## src/rtl/instruction_fetch_unit.sv

```systemverilog
// Fetch stage: drives PC into a combinational instruction memory and registers the returned word.
// Optional fetch/bubble performance counters are built when IFETCH_PERF_CNT_EN is defined.
module instruction_fetch_unit #(
   parameter int                  PC_WIDTH    = 8,
   parameter int                  INSTR_WIDTH = 16,
   parameter logic [PC_WIDTH-1:0] RESET_PC    = 8'h00,
   parameter logic [3:0]          HALT_OPCODE = 4'hF
) (
   input  logic                   clk,
   input  logic                   rst,
   output logic [PC_WIDTH-1:0]    PC,
   input  logic [INSTR_WIDTH-1:0] instr,
   input  logic                   stall,
   input  logic                   redirect_valid,
   input  logic [PC_WIDTH-1:0]    redirect_pc,
   output logic                   if_valid,
   output logic [INSTR_WIDTH-1:0] if_instr,
   output logic [PC_WIDTH-1:0]    if_pc,
   output logic                   halted
`ifdef IFETCH_PERF_CNT_EN
   ,
   output logic [15:0]            fetch_count,
   output logic [15:0]            bubble_count
`endif
);

   typedef enum logic [0:0] {
      FETCH = 1'b0,
      HALT  = 1'b1
   } state_t;

   state_t state_r;

   function automatic logic is_halt(input logic [INSTR_WIDTH-1:0] word);
      return (word[INSTR_WIDTH-1 -: 4] == HALT_OPCODE);
   endfunction

   // PC, pipeline register, halt flag and fetch state machine
   always_ff @(posedge clk or posedge rst) begin
      if (rst) begin
         state_r  <= FETCH;
         PC       <= RESET_PC;
         if_valid <= 1'b0;
         if_instr <= '0;
         if_pc    <= '0;
         halted   <= 1'b0;
      end else begin
         case (state_r)
            FETCH: begin
               if (redirect_valid) begin
                  // redirect wins over stall; the word on instr is on the squashed path
                  PC       <= redirect_pc;
                  if_valid <= 1'b0;
               end else if (stall) begin
                  PC       <= PC;
                  if_valid <= if_valid;
               end else begin
                  if_instr <= instr;
                  if_pc    <= PC;
                  if_valid <= 1'b1;
                  if (is_halt(instr)) begin
                     state_r <= HALT;
                     halted  <= 1'b1;
                  end else begin
                     PC <= PC + {{(PC_WIDTH-1){1'b0}}, 1'b1};
                  end
               end
            end
            HALT: begin
               halted <= 1'b1;
               // halt word stays presented until decode accepts it
               if (!stall) begin
                  if_valid <= 1'b0;
               end else begin
                  if_valid <= if_valid;
               end
            end
            default: begin
               state_r  <= FETCH;
               PC       <= RESET_PC;
               if_valid <= 1'b0;
               halted   <= 1'b0;
            end
         endcase
      end
   end

`ifdef IFETCH_PERF_CNT_EN
   function automatic logic [15:0] sat_inc(input logic [15:0] value);
      if (value == 16'hFFFF) begin
         return value;
      end else begin
         return value + 16'h0001;
      end
   endfunction

   // consumed-instruction and redirect-bubble counters, saturating
   always_ff @(posedge clk or posedge rst) begin
      if (rst) begin
         fetch_count  <= 16'h0000;
         bubble_count <= 16'h0000;
      end else begin
         if (if_valid && !stall) begin
            fetch_count <= sat_inc(fetch_count);
         end else begin
            fetch_count <= fetch_count;
         end
         if ((state_r == FETCH) && redirect_valid) begin
            bubble_count <= sat_inc(bubble_count);
         end else begin
            bubble_count <= bubble_count;
         end
      end
   end
`endif

endmodule

```

## config.mk

```make
export PLATFORM = sky130hd
export DESIGN_NAME = instruction_fetch_unit
export DESIGN_NICKNAME = d
export VERILOG_FILES = /design/src/rtl/instruction_fetch_unit.sv
export SDC_FILE = /design/constraint.sdc
export NUM_CORES = 1
export LEC_CHECK = 0
export CORE_MARGIN = 1.5
export CORE_UTILIZATION = 39
export DETAILED_ROUTE_END_ITERATION = 10
export HOLD_SLACK_MARGIN = 0.1
export PLACE_DENSITY = 0.87
export SYNTH_ARGS = -nofsm -noshare
export SYNTH_HDL_FRONTEND = slang
export SYNTH_SLANG_ARGS = --single-unit
```

## constraint.sdc

```tcl
create_clock -name clk -period 1.37 [get_ports clk]
set_input_delay 0.274 -clock clk [delete_from_list [all_inputs] [get_ports clk]]
set_output_delay 0.274 -clock clk [all_outputs]
set_load 0.005 [all_outputs]
```

==> results.json <==
{
  "status": "finished, violations left",
  "failed_checks": "negative setup slack",
  "clock_sinks": 35,
  "gp_congestion": 0.908,
  "seq_area_frac_synth_pct": 56.1,
  "grt_antenna_before_repair": 0,
  "numCtsBuffers": 5,
  "grt_first_pass_wirelength_um": 7040,
  "clkPwrFrac_pct": 17.3,
  "dieArea_um2": 4390,
  "drv_cap": 0,
  "peakVddDrop_mv": 0.804,
  "yosysTopAreaCell": "dfrtp_1",
  "syn-instance-count": 120,
  "critPathMaxFanout": 11,
  "fin_area_um2": 2650,
  "fin_crit_ps": 1380,
  "ys_types": 37,
  "final.setup_skew_ps": 3.32,
  "ant_nets": 0,
  "synth_area_leaders": "dfrtp_1 56%, mux2_2 17%, nor2_1 1.9%, a41oi_4 1.8%, nand4_1 1.6%",
  "synth-seq-cells": 35,
  "netSwitchingFraction_pct": 30.7,
  "rows": 22,
  "antenna_cells": 0,
  "first_pass_iters": 4,
  "cts_tree": "built",
  "htree_levels": 2,
  "slowest_stage": "dfrtp_2",
  "rsz0062_at_grt": "yes",
  "hp-class": "in2async",
  "switching_power_mw": 1.30,
  "start_kind": "register",
  "clock_path_buffers": 2,
  "finalMaxSlewViolations": 0,
  "path_cells": "nor3_4, buf_4, buf_12, mux2_2",
  "intPower_mw": 2.93,
  "start_util_pct": 41.7,
  "netlist.area_leader.share_pct": 56.1,
  "dr_wl_met3_um": 269,
  "grt_pass1_vias": 1468,
  "dr_total_vias": 1405,
  "grt_max_degree": 36,
  "dp_hpwl_um": 3230,
  "die_w_um": 66.3,
  "wl_met1_um": 1800,
  "place_area_um2": 2420,
  "post-route-period-util_pct": 101,
  "wl_met2_um": 2420,
  "ios": 62,
  "maxSlewHeadroom_pct": 79.7,
  "drtIter0Drc": 81,
  "clock.fmax_ghz": 0.724,
  "final.setup.tns_ps": -44.4,
  "pwr-share-comb_pct": 44.3,
  "hold_buffers": 0,
  "via_per_inst": 5.09,
  "portBuffers": 61,
  "worstSetupPathType": "reg2reg",
  "yosys_warnings": 0,
  "nets": 256,
  "setup_viol_count_final": 10,
  "path_clk_slew_ps": 70,
  "syn-mean-instance-area_um2": 13.0,
  "synth_commonest_cells": "35 x dfrtp_1, 24 x mux2_2, 8 x nor2_1",
  "seq_power_share_pct": 38.3,
  "async_reset_ff_share_pct": 100,
  "coreArea_um2": 3740,
  "p_per_area_nw_per_um2": 1600,
  "wl_um": 4560,
  "grt_usage_pct": 21.9,
  "end_kind": "register",
  "synth_edf_count": 0,
  "grt_overflow": 0,
  "fillerInstances": 292,
  "hold_viol": 0,
  "yosysMostFrequentCell": "dfrtp_1",
  "power.total_mw": 4.23,
  "fp.dieH_um": 66.3,
  "drc_errors": 0,
  "root_buffer": "clkbuf_8",
  "arrival_ps": 1550,
  "clk_latency_ps": 290,
  "layout-drive-gt1-share_pct": 36.8,
  "wl_per_cell_um": 16.5,
  "final_util_pct": 70.8,
  "power.leakage_nw": 1.19,
  "synth_nets": 149,
  "syn_area_um2": 1560,
  "maxUsedRoutingLayer": "met4",
  "cp_slowest_stage_delay_ps": 450,
  "finalWorstSetupSlack_ps": -10.4,
  "yosys_most_used_dff": "dfrtp_1",
  "tightest_slew_ps": 304,
  "critPathRequiredTime_ps": 1540,
  "syn_to_final_growth_pct": 69.8,
  "holdWs_ps": 327
}
==> cell families (layout without fill, tap and decap cells) <==
kind of cell	after synthesis	count (layout)	synth area share (%)
multiplexers	24	24	17.3
buffers and inverters	9	117	2.97
AND/OR/NAND/NOR	30	30	11.3
adder cells (fa/ha/maj)	1	1	0.802
flip-flops	35	35	56.1
AO/OA/AOI/OAI	20	20	10.9
XOR/XNOR	1	1	0.561
==> cell usage in the layout, fill, tap and decap left out, types with 2 or more instances in the layout <==
cell type,n
clkbuf_8,5
nor3_1,2
and2_1,2
dfrtp_2,3
a21oi_1,4
o21ai_1,2
buf_12,2
mux2_2,24
nand4_1,4
nor2b_1,3
buf_4,37
inv_1,5
nor2_1,8
buf_6,3
clkdlybuf4s15_1,2
dfrtp_1,32
clkdlybuf4s50_1,21
dlygate4sd2_1,37
nand3_1,2
o22a_1,2
==> sequential cells by signal (all words and copies together), names as in the netlist <==
| name | count |
|---|---|
| if_valid | 1 |
| if_pc | 8 |
| halted | 1 |
| PC | 8 |
| if_instr | 16 |
| state_r | 1 |
==> repair_timing <==
action | in CTS | in global routing
endpoints found under the setup margin | 63 | 29
pin swaps | 2 | 4
hold endpoints to repair | 0 | 0
gates cloned | 0 | 2
buffers inserted | 14 | 2
gates resized for setup | 45 | 7
==> power by group through the flow <==
stage | clock network [mW] | logic, mW | registers (mW)
6_report | 0.734 | 1.88 | 1.62
4_1_cts | 0.756 | 1.83 | 1.62
2_1_floorplan | 0 | 0.570 | 1.71
5_1_grt | 0.809 | 2.04 | 1.67
3_3_place_gp | 0 | 1.75 | 1.68
3_5_place_dp | 0 | 1.78 | 1.71
==> final timing paths <==
path                       depth (start not counted)       from  slack, ps            to
min reg2reg                                        1     halted        470        halted
max                                                4    state_r        -10   if_instr[6]
max in group asynchronous                          3        rst        860         PC[2]
min in group clk                                   3  instr[15]        450  if_instr[15]
min                                                3        rst        330   if_instr[5]
max reg2reg                                        4    state_r        -10   if_instr[6]
==> area by class of cell <==
type / count / area, um2 / share of cell area, %
inverters: 5 / 18.8 / 0.708
multi-input cells: 76 / 663 / 25.0
clock buffers: 6 / 72.6 / 2.74
clock inverters: 2 / 12.5 / 0.472
flip-flops and latches: 35 / 880 / 33.2
well taps: 48 / 60.1 / 2.27
repair buffers: 104 / 943 / 35.6
==> stage by stage <==
| step | cells | setup slack [ps] |
|---|---|---|
| 3_3_place_gp | 250 | -390 |
| 3_5_place_dp | 250 | -422 |
| 5_1_grt | 276 | -70.0 |
| 2_1_floorplan | 120 | 31.2 |
| 6_report | 276 | -10.4 |
| 4_1_cts | 272 | 4.43 |
==> routing by layer <==
| layer | track usage [%] | vias to the layer above |
|---|---|---|
| met5 | 0 | - |
| met4 | 8.16 | 0 |
| met3 | 4.77 | 9 |
| met2 | 38.1 | 54 |
| met1 | 26.2 | 684 |
| li1 | - | 658 |
==> critical path, delay by kind of cell (launching register included) <==
| kind | cells | cell delay, ps |
|---|---|---|
| DFF | 1 | 450 |
| buffers and inverters | 2 | 290 |
| and+or+nand+nor | 1 | 180 |
| muxes | 1 | 340 |
Power figures use the tool's default switching activity.
